### config.mk
export PLATFORM = sky130hd
export DESIGN_NAME = uart_rx_flat
export DESIGN_NICKNAME = d
export VERILOG_FILES = /design/src/rtl/uart_pkg.sv /design/src/rtl/uart_rx_if.sv /design/src/rtl/sync_2ff.sv /design/src/rtl/uart_rx.sv /design/src/flat_wrapper.sv
export SDC_FILE = /design/constraint.sdc
export NUM_CORES = 1
export LEC_CHECK = 0
export CORE_UTILIZATION = 30
export DETAILED_ROUTE_END_ITERATION = 10
export PLACE_DENSITY_LB_ADDON = 0.3
export SLEW_MARGIN = 20
export SYNTH_ARGS = -nofsm -noshare
export SYNTH_HDL_FRONTEND = slang
export SYNTH_SLANG_ARGS = --single-unit
### constraint.sdc
create_clock -name clk -period 4.4 [get_ports clk]
set_input_delay 0.66 -clock clk [delete_from_list [all_inputs] [get_ports clk]]
set_output_delay 0.66 -clock clk [all_outputs]
set_load 0.05 [all_outputs]
### src/rtl/uart_pkg.sv
// ============================================================================
// Module   : uart_pkg
// Purpose  : Shared UART state encoding, default bit timing and register map.
// Revision : 1.0 - initial release
// ============================================================================
`default_nettype none

package uart_pkg;

  localparam int unsigned CLKS_PER_BIT_DEFAULT = 434;

  localparam logic [2:0] ST_IDLE  = 3'd0;
  localparam logic [2:0] ST_START = 3'd1;
  localparam logic [2:0] ST_DATA  = 3'd2;
  localparam logic [2:0] ST_STOP  = 3'd3;
  localparam logic [2:0] ST_BREAK = 3'd4;

  typedef enum logic [2:0] {
    IDLE  = ST_IDLE,
    START = ST_START,
    DATA  = ST_DATA,
    STOP  = ST_STOP,
    BREAK = ST_BREAK
  } rx_state_e;

  // Peripheral hub addresses shared by the RX, TX and hub blocks
  localparam logic [31:0] UART_TX_ADDR    = 32'h1001_002C;
  localparam logic [31:0] UART_RX_ADDR    = 32'h1001_0030;
  localparam logic [31:0] UART_BUSY_ADDR  = 32'h1001_0034;
  localparam logic [31:0] UART_READY_ADDR = 32'h1001_0038;

endpackage

`default_nettype wire

### src/rtl/uart_rx_if.sv
// ============================================================================
// Module   : uart_rx_if
// Purpose  : Serial line, acknowledge and status bundle between hub and RX.
// Revision : 1.0 - initial release
// ============================================================================
`default_nettype none

interface uart_rx_if;
  logic       rx;
  logic       clear_ready;
  logic [7:0] rx_data;
  logic       rx_ready;
  logic       frame_error;
  logic       overrun;

  modport master (
    output rx,
    output clear_ready,
    input  rx_data,
    input  rx_ready,
    input  frame_error,
    input  overrun
  );

  modport slave (
    input  rx,
    input  clear_ready,
    output rx_data,
    output rx_ready,
    output frame_error,
    output overrun
  );
endinterface

`default_nettype wire

### src/rtl/sync_2ff.sv
// ============================================================================
// Module   : sync_2ff
// Purpose  : 1-bit two-flop synchroniser for asynchronous inputs.
// Revision : 1.0 - initial release
// ============================================================================
`default_nettype none

module sync_2ff #(
  parameter logic RESET_VAL = 1'b1
) (
  input  wire logic clk,
  input  wire logic rst,
  input  wire logic d,
  output logic      q
);

  logic meta_q;
  logic sync_q;

  always_ff @(posedge clk) begin
    if (rst) begin
      meta_q <= RESET_VAL;
      sync_q <= RESET_VAL;
    end else begin
      meta_q <= d;
      sync_q <= meta_q;
    end
  end

  assign q = sync_q;

endmodule

`default_nettype wire

### src/rtl/uart_rx.sv
// ============================================================================
// Module   : uart_rx
// Purpose  : 8N1 serial receiver with sticky ready, framing and overrun flags.
// Revision : 1.0 - initial release
// ============================================================================
`default_nettype none

module uart_rx
  import uart_pkg::*;
#(
  parameter int unsigned CLKS_PER_BIT = CLKS_PER_BIT_DEFAULT
) (
  input  wire logic clk,
  input  wire logic reset,
  uart_rx_if.slave  bus
);

  localparam int unsigned CNT_W = $clog2(CLKS_PER_BIT);
  localparam int unsigned HALF  = CLKS_PER_BIT / 2;
  localparam logic [CNT_W-1:0] CNT_BIT_LAST  = CNT_W'(CLKS_PER_BIT - 1);
  localparam logic [CNT_W-1:0] CNT_HALF_LAST = CNT_W'(HALF - 1);
  localparam logic [CNT_W-1:0] CNT_ONE       = CNT_W'(1);

  logic             rx_s;
  rx_state_e        state_q, state_d;
  logic [CNT_W-1:0] cnt_q, cnt_d;
  logic [2:0]       bit_idx_q, bit_idx_d;
  logic [7:0]       shift_q, shift_d;
  logic [7:0]       rx_data_q, rx_data_d;
  logic             rx_ready_q, rx_ready_d;
  logic             frame_error_q, frame_error_d;
  logic             overrun_q, overrun_d;

  sync_2ff #(
    .RESET_VAL (1'b1)
  ) u_sync_rx (
    .clk (clk),
    .rst (reset),
    .d   (bus.rx),
    .q   (rx_s)
  );

  always_comb begin
    state_d       = state_q;
    cnt_d         = cnt_q + CNT_ONE;
    bit_idx_d     = bit_idx_q;
    shift_d       = shift_q;
    rx_data_d     = rx_data_q;
    frame_error_d = frame_error_q;
    // Acknowledge clears first; a good stop sample below overrides it.
    rx_ready_d    = rx_ready_q & ~bus.clear_ready;
    overrun_d     = overrun_q & ~bus.clear_ready;

    case (state_q)
      IDLE: begin
        cnt_d = '0;
        if (!rx_s) begin
          state_d = START;
        end
      end

      START: begin
        if (cnt_q == CNT_HALF_LAST) begin
          cnt_d = '0;
          if (rx_s) begin
            state_d = IDLE;
          end else begin
            state_d   = DATA;
            bit_idx_d = 3'd0;
          end
        end
      end

      DATA: begin
        if (cnt_q == CNT_BIT_LAST) begin
          cnt_d              = '0;
          shift_d[bit_idx_q] = rx_s;
          bit_idx_d          = bit_idx_q + 3'd1;
          if (bit_idx_q == 3'd7) begin
            state_d = STOP;
          end
        end
      end

      STOP: begin
        if (cnt_q == CNT_BIT_LAST) begin
          cnt_d = '0;
          if (rx_s) begin
            rx_data_d     = shift_q;
            rx_ready_d    = 1'b1;
            frame_error_d = 1'b0;
            overrun_d     = overrun_d | (rx_ready_q & ~bus.clear_ready);
            state_d       = IDLE;
          end else begin
            frame_error_d = 1'b1;
            state_d       = BREAK;
          end
        end
      end

      BREAK: begin
        // Hold here until the line returns high so a stuck-low line cannot re-trigger.
        cnt_d = '0;
        if (rx_s) begin
          state_d = IDLE;
        end
      end

      default: begin
        cnt_d   = '0;
        state_d = IDLE;
      end
    endcase
  end

  always_ff @(posedge clk) begin
    if (reset) begin
      state_q       <= IDLE;
      cnt_q         <= '0;
      bit_idx_q     <= 3'd0;
      shift_q       <= 8'h00;
      rx_data_q     <= 8'h00;
      rx_ready_q    <= 1'b0;
      frame_error_q <= 1'b0;
      overrun_q     <= 1'b0;
    end else begin
      state_q       <= state_d;
      cnt_q         <= cnt_d;
      bit_idx_q     <= bit_idx_d;
      shift_q       <= shift_d;
      rx_data_q     <= rx_data_d;
      rx_ready_q    <= rx_ready_d;
      frame_error_q <= frame_error_d;
      overrun_q     <= overrun_d;
    end
  end

  assign bus.rx_data     = rx_data_q;
  assign bus.rx_ready    = rx_ready_q;
  assign bus.frame_error = frame_error_q;
  assign bus.overrun     = overrun_q;

endmodule

`default_nettype wire

### src/flat_wrapper.sv
// flat-port wrapper written by rule: the top's interface ports become plain ports
module uart_rx_flat import uart_pkg::*;
#(
  parameter int unsigned CLKS_PER_BIT = CLKS_PER_BIT_DEFAULT
)
  (clk, reset, bus_rx, bus_clear_ready, bus_rx_data, bus_rx_ready, bus_frame_error, bus_overrun);
  uart_rx_if bus_i ();
  input  wire logic clk;
  input  wire logic reset;
  input wire logic [$bits(bus_i.rx)-1:0] bus_rx;
  input wire logic [$bits(bus_i.clear_ready)-1:0] bus_clear_ready;
  output wire logic [$bits(bus_i.rx_data)-1:0] bus_rx_data;
  output wire logic [$bits(bus_i.rx_ready)-1:0] bus_rx_ready;
  output wire logic [$bits(bus_i.frame_error)-1:0] bus_frame_error;
  output wire logic [$bits(bus_i.overrun)-1:0] bus_overrun;
  assign bus_i.rx = bus_rx;
  assign bus_i.clear_ready = bus_clear_ready;
  assign bus_rx_data = bus_i.rx_data;
  assign bus_rx_ready = bus_i.rx_ready;
  assign bus_frame_error = bus_i.frame_error;
  assign bus_overrun = bus_i.overrun;
  uart_rx #(.CLKS_PER_BIT(CLKS_PER_BIT)) u_core (.clk(clk), .reset(reset), .bus(bus_i));
endmodule
==> metrics, run 1 <==
status finished, final reports clean; Clock Skews 6.68 ps; grt peak-use layer met2; met1 global-route usage 0.149; first-pass GRT wire length 5110 um; Worst Setup Start Kind register; Final Critical Period 2590 ps; Reg clk slew, reported paths 70 ps; Synthesized Nets 179; H-tree depth 2; register area share after synthesis 0.434; CORE AREA 5200 um2; P&R area growth vs syn 17.9%; Setup crit end kind register; share of layout cells above drive strength 1 0.114; final hold violations 0; postcts setup bufs 0; HPWL after detailed placement 2020 um; total grt overflow 0; max-cap violations 0; RSZ-0062 raised after global routing false; initial DRC count 106; Relative slew margins 0.402; routability cong. 0.732; clock root buffer clkbuf_8; Final setup viols 0; CTS Hold Bufs 0; Max Fclk 386 MHz; die width 76.4 um; std cell rows 26; Die H 76.4 um; vias per cell 4.75; DR vias 1211; pin count of the biggest net entering global routing 31; Worst Tran Pin Value 890 ps; clk sinks 36; CP Class reg -> reg; CTS max path bufs 2; Starting Density 0.319; die footprint 5840 um2; WP data arrival 2760 ps; M3 GR Usage 0.0347; Final Cycle Share 0.588; # DRC 0; grt met2 use 0.159; Routed Antenna Nets 0; Max Transition Viols Final 0; Leak 0.624 nW; critical path peak fanout 11; Placed Area 1850 um2; post-synthesis instance total 170; CTS Buf Count 5; Tot GR Track Use 0.111; #FFs+latches synth 36; wire per inst 12.0 um; TritonRoute pass-1 iters 4; ANT cells 0; Pwr per Cell Area 317 nW/um2; cell area after layout 1960 um2; Worst Hold Class reg -> reg; vias in the first global route 1105; final-stage net count 193; Worst VDD drop 0.217 mV; final non-filler cell total 255; initial antenna violation count 0; number of port buffers 14; final WL 3060 um; Crit path required time 4570 ps; CTS tree done; synth warn 0; synth unique cells 39; WHS 409 ps; mapped cell area 1660 um2; Ports 15; worst-skew pair later-pin latency 280 ps; setup_tns 0 ps; syn avg cell area 9.77 um2; CTS resizes 0; Post-Place Cells 247
==> report_power, final <==
part	internal [W]	leakage, nW	switching, W
clock	0.000168	0.0552	0.000113
combinational	0.00000476	0.279	0.00000605
sequential	0.000327	0.290	0.00000201
==> state kept, by name, summed over array words and instances (netlist names) <==
signal,count
u_core.bus.rx_data,8
u_core.cnt_q,9
u_core.bus.frame_error,1
u_core.bus.rx_ready,1
u_core.bus.overrun,1
u_core.u_sync_rx.q,1
u_core.shift_q,8
u_core.bit_idx_q,3
u_core.u_sync_rx.meta_q,1
u_core.state_q,3
==> Yosys cell counts, drive strengths merged <==
cell type   n  area, um2
nand2b      5       31.3
or4b        2       23.8
nor2       30        113
nand4       4       25.0
a2111oi     1       8.76
dfxtp      36        721
or4bb       1       11.3
nor2b       2       12.5
clkbuf      4       15.0
and4b       1       10.0
and3        1       6.26
ha          5       62.6
buf         4       31.3
nor4        7       96.3
xnor2       1       8.76
o32ai       2       17.5
inv         7       26.3
or4         1       7.51
nor4b       4       47.6
o21ai       2       10.0
nand2       5       18.8
mux2i      16        160
o31ai       1       7.51
nor4bb      1       10.0
nand3       5       25.0
nor3        3       20.0
a31oi       1       6.26
a211oi      2       15.0
and4        2       17.5
or2         2       12.5
xor2        6       52.6
a21oi       6       30.0
==> worst max-delay path: stages (launching register included) <==
cell and delay (ps):
dfxtp_1 440, ha_1 200, nand4_1 530, nor4_4 980, mux2i_1 280, nor2_1 50
==> worst paths after layout <==
| check | cells after the start | from | end | slack (ps) |
|---|---|---|---|---|
| max reg2reg | 5 | u_core.cnt_q[0] | u_core.bus.rx_data[2] | 1810 |
| max | 5 | u_core.cnt_q[0] | u_core.bus.rx_data[2] | 1810 |
| min | 1 | u_core.u_sync_rx.meta_q | u_core.u_sync_rx.q | 410 |
| min reg2reg | 1 | u_core.u_sync_rx.meta_q | u_core.u_sync_rx.q | 410 |
==> layout make-up <==
class | instances | area [um2]
clock buffers | 6 | 72.6
clock inverters | 2 | 35.0
fillers | 548 | 3250
inverters | 7 | 26.3
multi-input cells | 119 | 867
flip-flops and latches | 36 | 721
well taps | 70 | 87.6
repair buffers | 15 | 148
==> layer usage <==
metal / vias up / part of all wire / routed length, um
met5: - / 0 / 0
met4: 0 / 0.016 / 49
met3: 4 / 0.035 / 108
met2: 19 / 0.42 / 1290
met1: 560 / 0.53 / 1620
li1: 628 / - / -
==> cell usage in the layout (no fill, tap or decap), drive strengths merged, types with 2 or more instances in the layout <==
cell type       n
nand4           4
nand3           5
nor3            3
ha              5
o32ai           2
xor2            6
nand2b          5
nor4b           4
clkbuf          6
nand2           5
clkdlybuf4s50  14
inv             7
o21ai           2
a211oi          2
nor4            7
nor2b           2
mux2i          16
or2             2
nor2           30
and4            2
a21oi           6
dfxtp          36
or4b            2
==> per-stage QoR <==
stage / util / total power [W] / worst slack [ps]
final: 0.376 / 0.000621 / 1810
after global placement: 0.355 / 0.000347 / 1860
after detailed placement: 0.355 / 0.000347 / 1800
after CTS: 0.376 / 0.000631 / 1800
after floorplan: - / 0.000342 / 2660
after global routing: 0.376 / 0.000647 / 1640
==> cells by family (layout without fill, tap and decap cells) <==
group	after synthesis	in the layout	share of synthesized area
fa+ha+maj	5	5	0.0377
xor+xnor	7	7	0.0369
compound gates	15	15	0.0573
mux	16	16	0.0965
flops	36	36	0.434
buf+inv	15	30	0.0437
simple gates	76	76	0.294
No activity file was read; power rests on OpenSTA's default activity.
==> inputs of run 2 (changes only) <==
Clock period 4.4 ns to 2.1 ns, I/O delays scaled along.
==> metrics, run 2 (synthesized netlist as in run 1, its figures left out) <==
H-tree depth 2 (unchanged); # DRC 0 (unchanged); final hold violations 0 (unchanged); fillers 546 (-0.36%); max FFs per register 9 (unchanged); Worst VDD drop 0.421 mV (+95%); setup_tns 0 ps (unchanged); fin util 0.381 (+0.00457); Worst Tran Pin Value 514 ps (-376 ps); Final Critical Period 1940 ps (-652 ps); Crit path required time 2270 ps (-2300 ps); WP data arrival 2100 ps (-660 ps); cell area after layout 1980 um2 (+1.2%); initial DRC count 53 (-50%); Placed Area 1890 um2 (+2.0%); FF-to-FF End u_core.bus.rx_data[6]; Worst R2R Path Depth 5 (unchanged); TritonRoute pass-1 iters 4 (unchanged); CP peak stage delay 680 ps (-300 ps); crit path max-delay cell type or4b_4; clock root buffer clkbuf_8; vias per cell 4.65 (-2.2%); R2R setup slack 160 ps (-1650 ps); Post-Place Cells 252 (+2.0%); total grt overflow 0 (unchanged); max-cap violations 0 (unchanged); first-pass GRT wire length 5440 um (+6.5%); DR vias 1208 (-0.25%); CORE AREA 5200 um2 (unchanged); Leak 0.638 nW (+2.2%); Ports 15 (unchanged); Clock Skews 6.33 ps (-0.352 ps); Reg with most FFs u_core.cnt_q; number of port buffers 14 (unchanged); HPWL after detailed placement 2060 um (+2.0%); ANT cells 0 (unchanged); Multi-input gate area 867 um2 (unchanged); Final Cycle Share 0.922 (+0.334); pin count of the biggest net entering global routing 30 (-3.2%); register area 721 um2 (unchanged); Setup crit end kind register; RSZ-0062 raised after global routing false; status finished, final reports clean; Final setup viols 0 (unchanged); CP Class reg -> reg; Die H 76.4 um (unchanged); worst-skew pair later-pin latency 290 ps (about the same); crit path launch u_core.cnt_q[2]; final-stage net count 198 (+2.6%); commonest cells after routing, fill and taps aside dfxtp_1 (36), nor2_1 (30), mux2i_1 (16), clkdlybuf4s50_1 (14), inv_1 (7); CTS Buf Count 5 (unchanged); Max Transition Viols Final 0 (unchanged); Pwr per Cell Area 617 nW/um2 (+94%); WP buf/inv 1 (+1); Overall Power 0.00122 W (+97%); Max Fclk 517 MHz (+34%); P&R area growth vs syn 19.3%; routability cong. 0.767 (+4.8%); CP endpoint u_core.bus.rx_data[6]; Tot GR Track Use 0.118 (+0.00718); wire per inst 11.7 um (-2.9%); die width 76.4 um (unchanged); vias in the first global route 1140 (+3.2%); RR Startpoint u_core.cnt_q[2]; postcts setup bufs 0 (unchanged); CP Cell Sequence or4b_4, nor4_4, buf_4, mux2i_1, nor2_1; share of layout cells above drive strength 1 0.137 (+0.0233); Worst Setup Start Kind register; CTS tree done; clk sinks 36 (unchanged); critical path peak fanout 11 (unchanged); commonest non-fill, non-tap cell in the layout dfxtp_1; Starting Density 0.319 (unchanged); die footprint 5840 um2 (unchanged); CTS Hold Bufs 0 (unchanged); final WL 3030 um (-0.98%); Routed Antenna Nets 0 (unchanged); CTS max path bufs 2 (unchanged); CTS resizes 0 (unchanged); initial antenna violation count 0 (unchanged); Relative slew margins 0.648 (+0.246); CP Depth 5 (unchanged); Reg clk slew, reported paths 70 ps (about the same); std cell rows 26 (unchanged); Worst Hold Class reg -> reg; final non-filler cell total 260 (+2.0%); CP delay by family, top simple AND/OR/NAND/NOR gates
run 2: cell types whose count changed in the layout (fill, tap and decap cells not counted), sizes merged:
| cell | delta |
|---|---|
| buf | +5 |
| bufinv | -1 |
| clkbuf | +1 |
| clkinv | -1 |
| clkinvlp | +1 |
run 2: cell type report:
type	count	area share
Clock buffer	7	0.0436
Clock inverter	1	0.00379
Inverter	7	0.0133
Multi-Input combinational cell	119	0.438
Sequential cell	36	0.364
Tap cell	70	0.0442
Timing Repair Buffer	20	0.0935
run 2: worst min path at each step:
| stage | startpoint | end | slack, ps | depth (start not counted) |
|---|---|---|---|---|
| 2_1_floorplan | bus_clear_ready | u_core.bus.overrun | 390 | 1 |
| 3_3_place_gp | u_core.u_sync_rx.meta_q | u_core.u_sync_rx.q | 390 | 1 |
| 3_5_place_dp | u_core.u_sync_rx.meta_q | u_core.u_sync_rx.q | 390 | 1 |
| 4_1_cts | u_core.u_sync_rx.meta_q | u_core.u_sync_rx.q | 410 | 1 |
| 5_1_grt | u_core.u_sync_rx.meta_q | u_core.u_sync_rx.q | 430 | 1 |
| 6_report | u_core.u_sync_rx.meta_q | u_core.u_sync_rx.q | 410 | 1 |
run 2: power by group:
| part | switching (W) | internal (W) |
|---|---|---|
| clock network | 0.000244 | 0.000266 |
| registers | 0.00000437 | 0.000685 |
| logic | 0.0000121 | 0.0000101 |
run 2: through the flow:
stage	worst slack, ps	hold slack [ps]
6_report	164	409
5_1_grt	35.9	427
4_1_cts	170	409
3_5_place_dp	165	392
3_3_place_gp	213	392
2_1_floorplan	362	386
run 2: routing by layer:
layer,track usage,vias to the layer above,share of wire
li1,-,635,-
met2,0.170,20,0.40
met3,0.0371,5,0.038
met1,0.157,548,0.54
met5,0,-,0
met4,0.0577,0,0.016
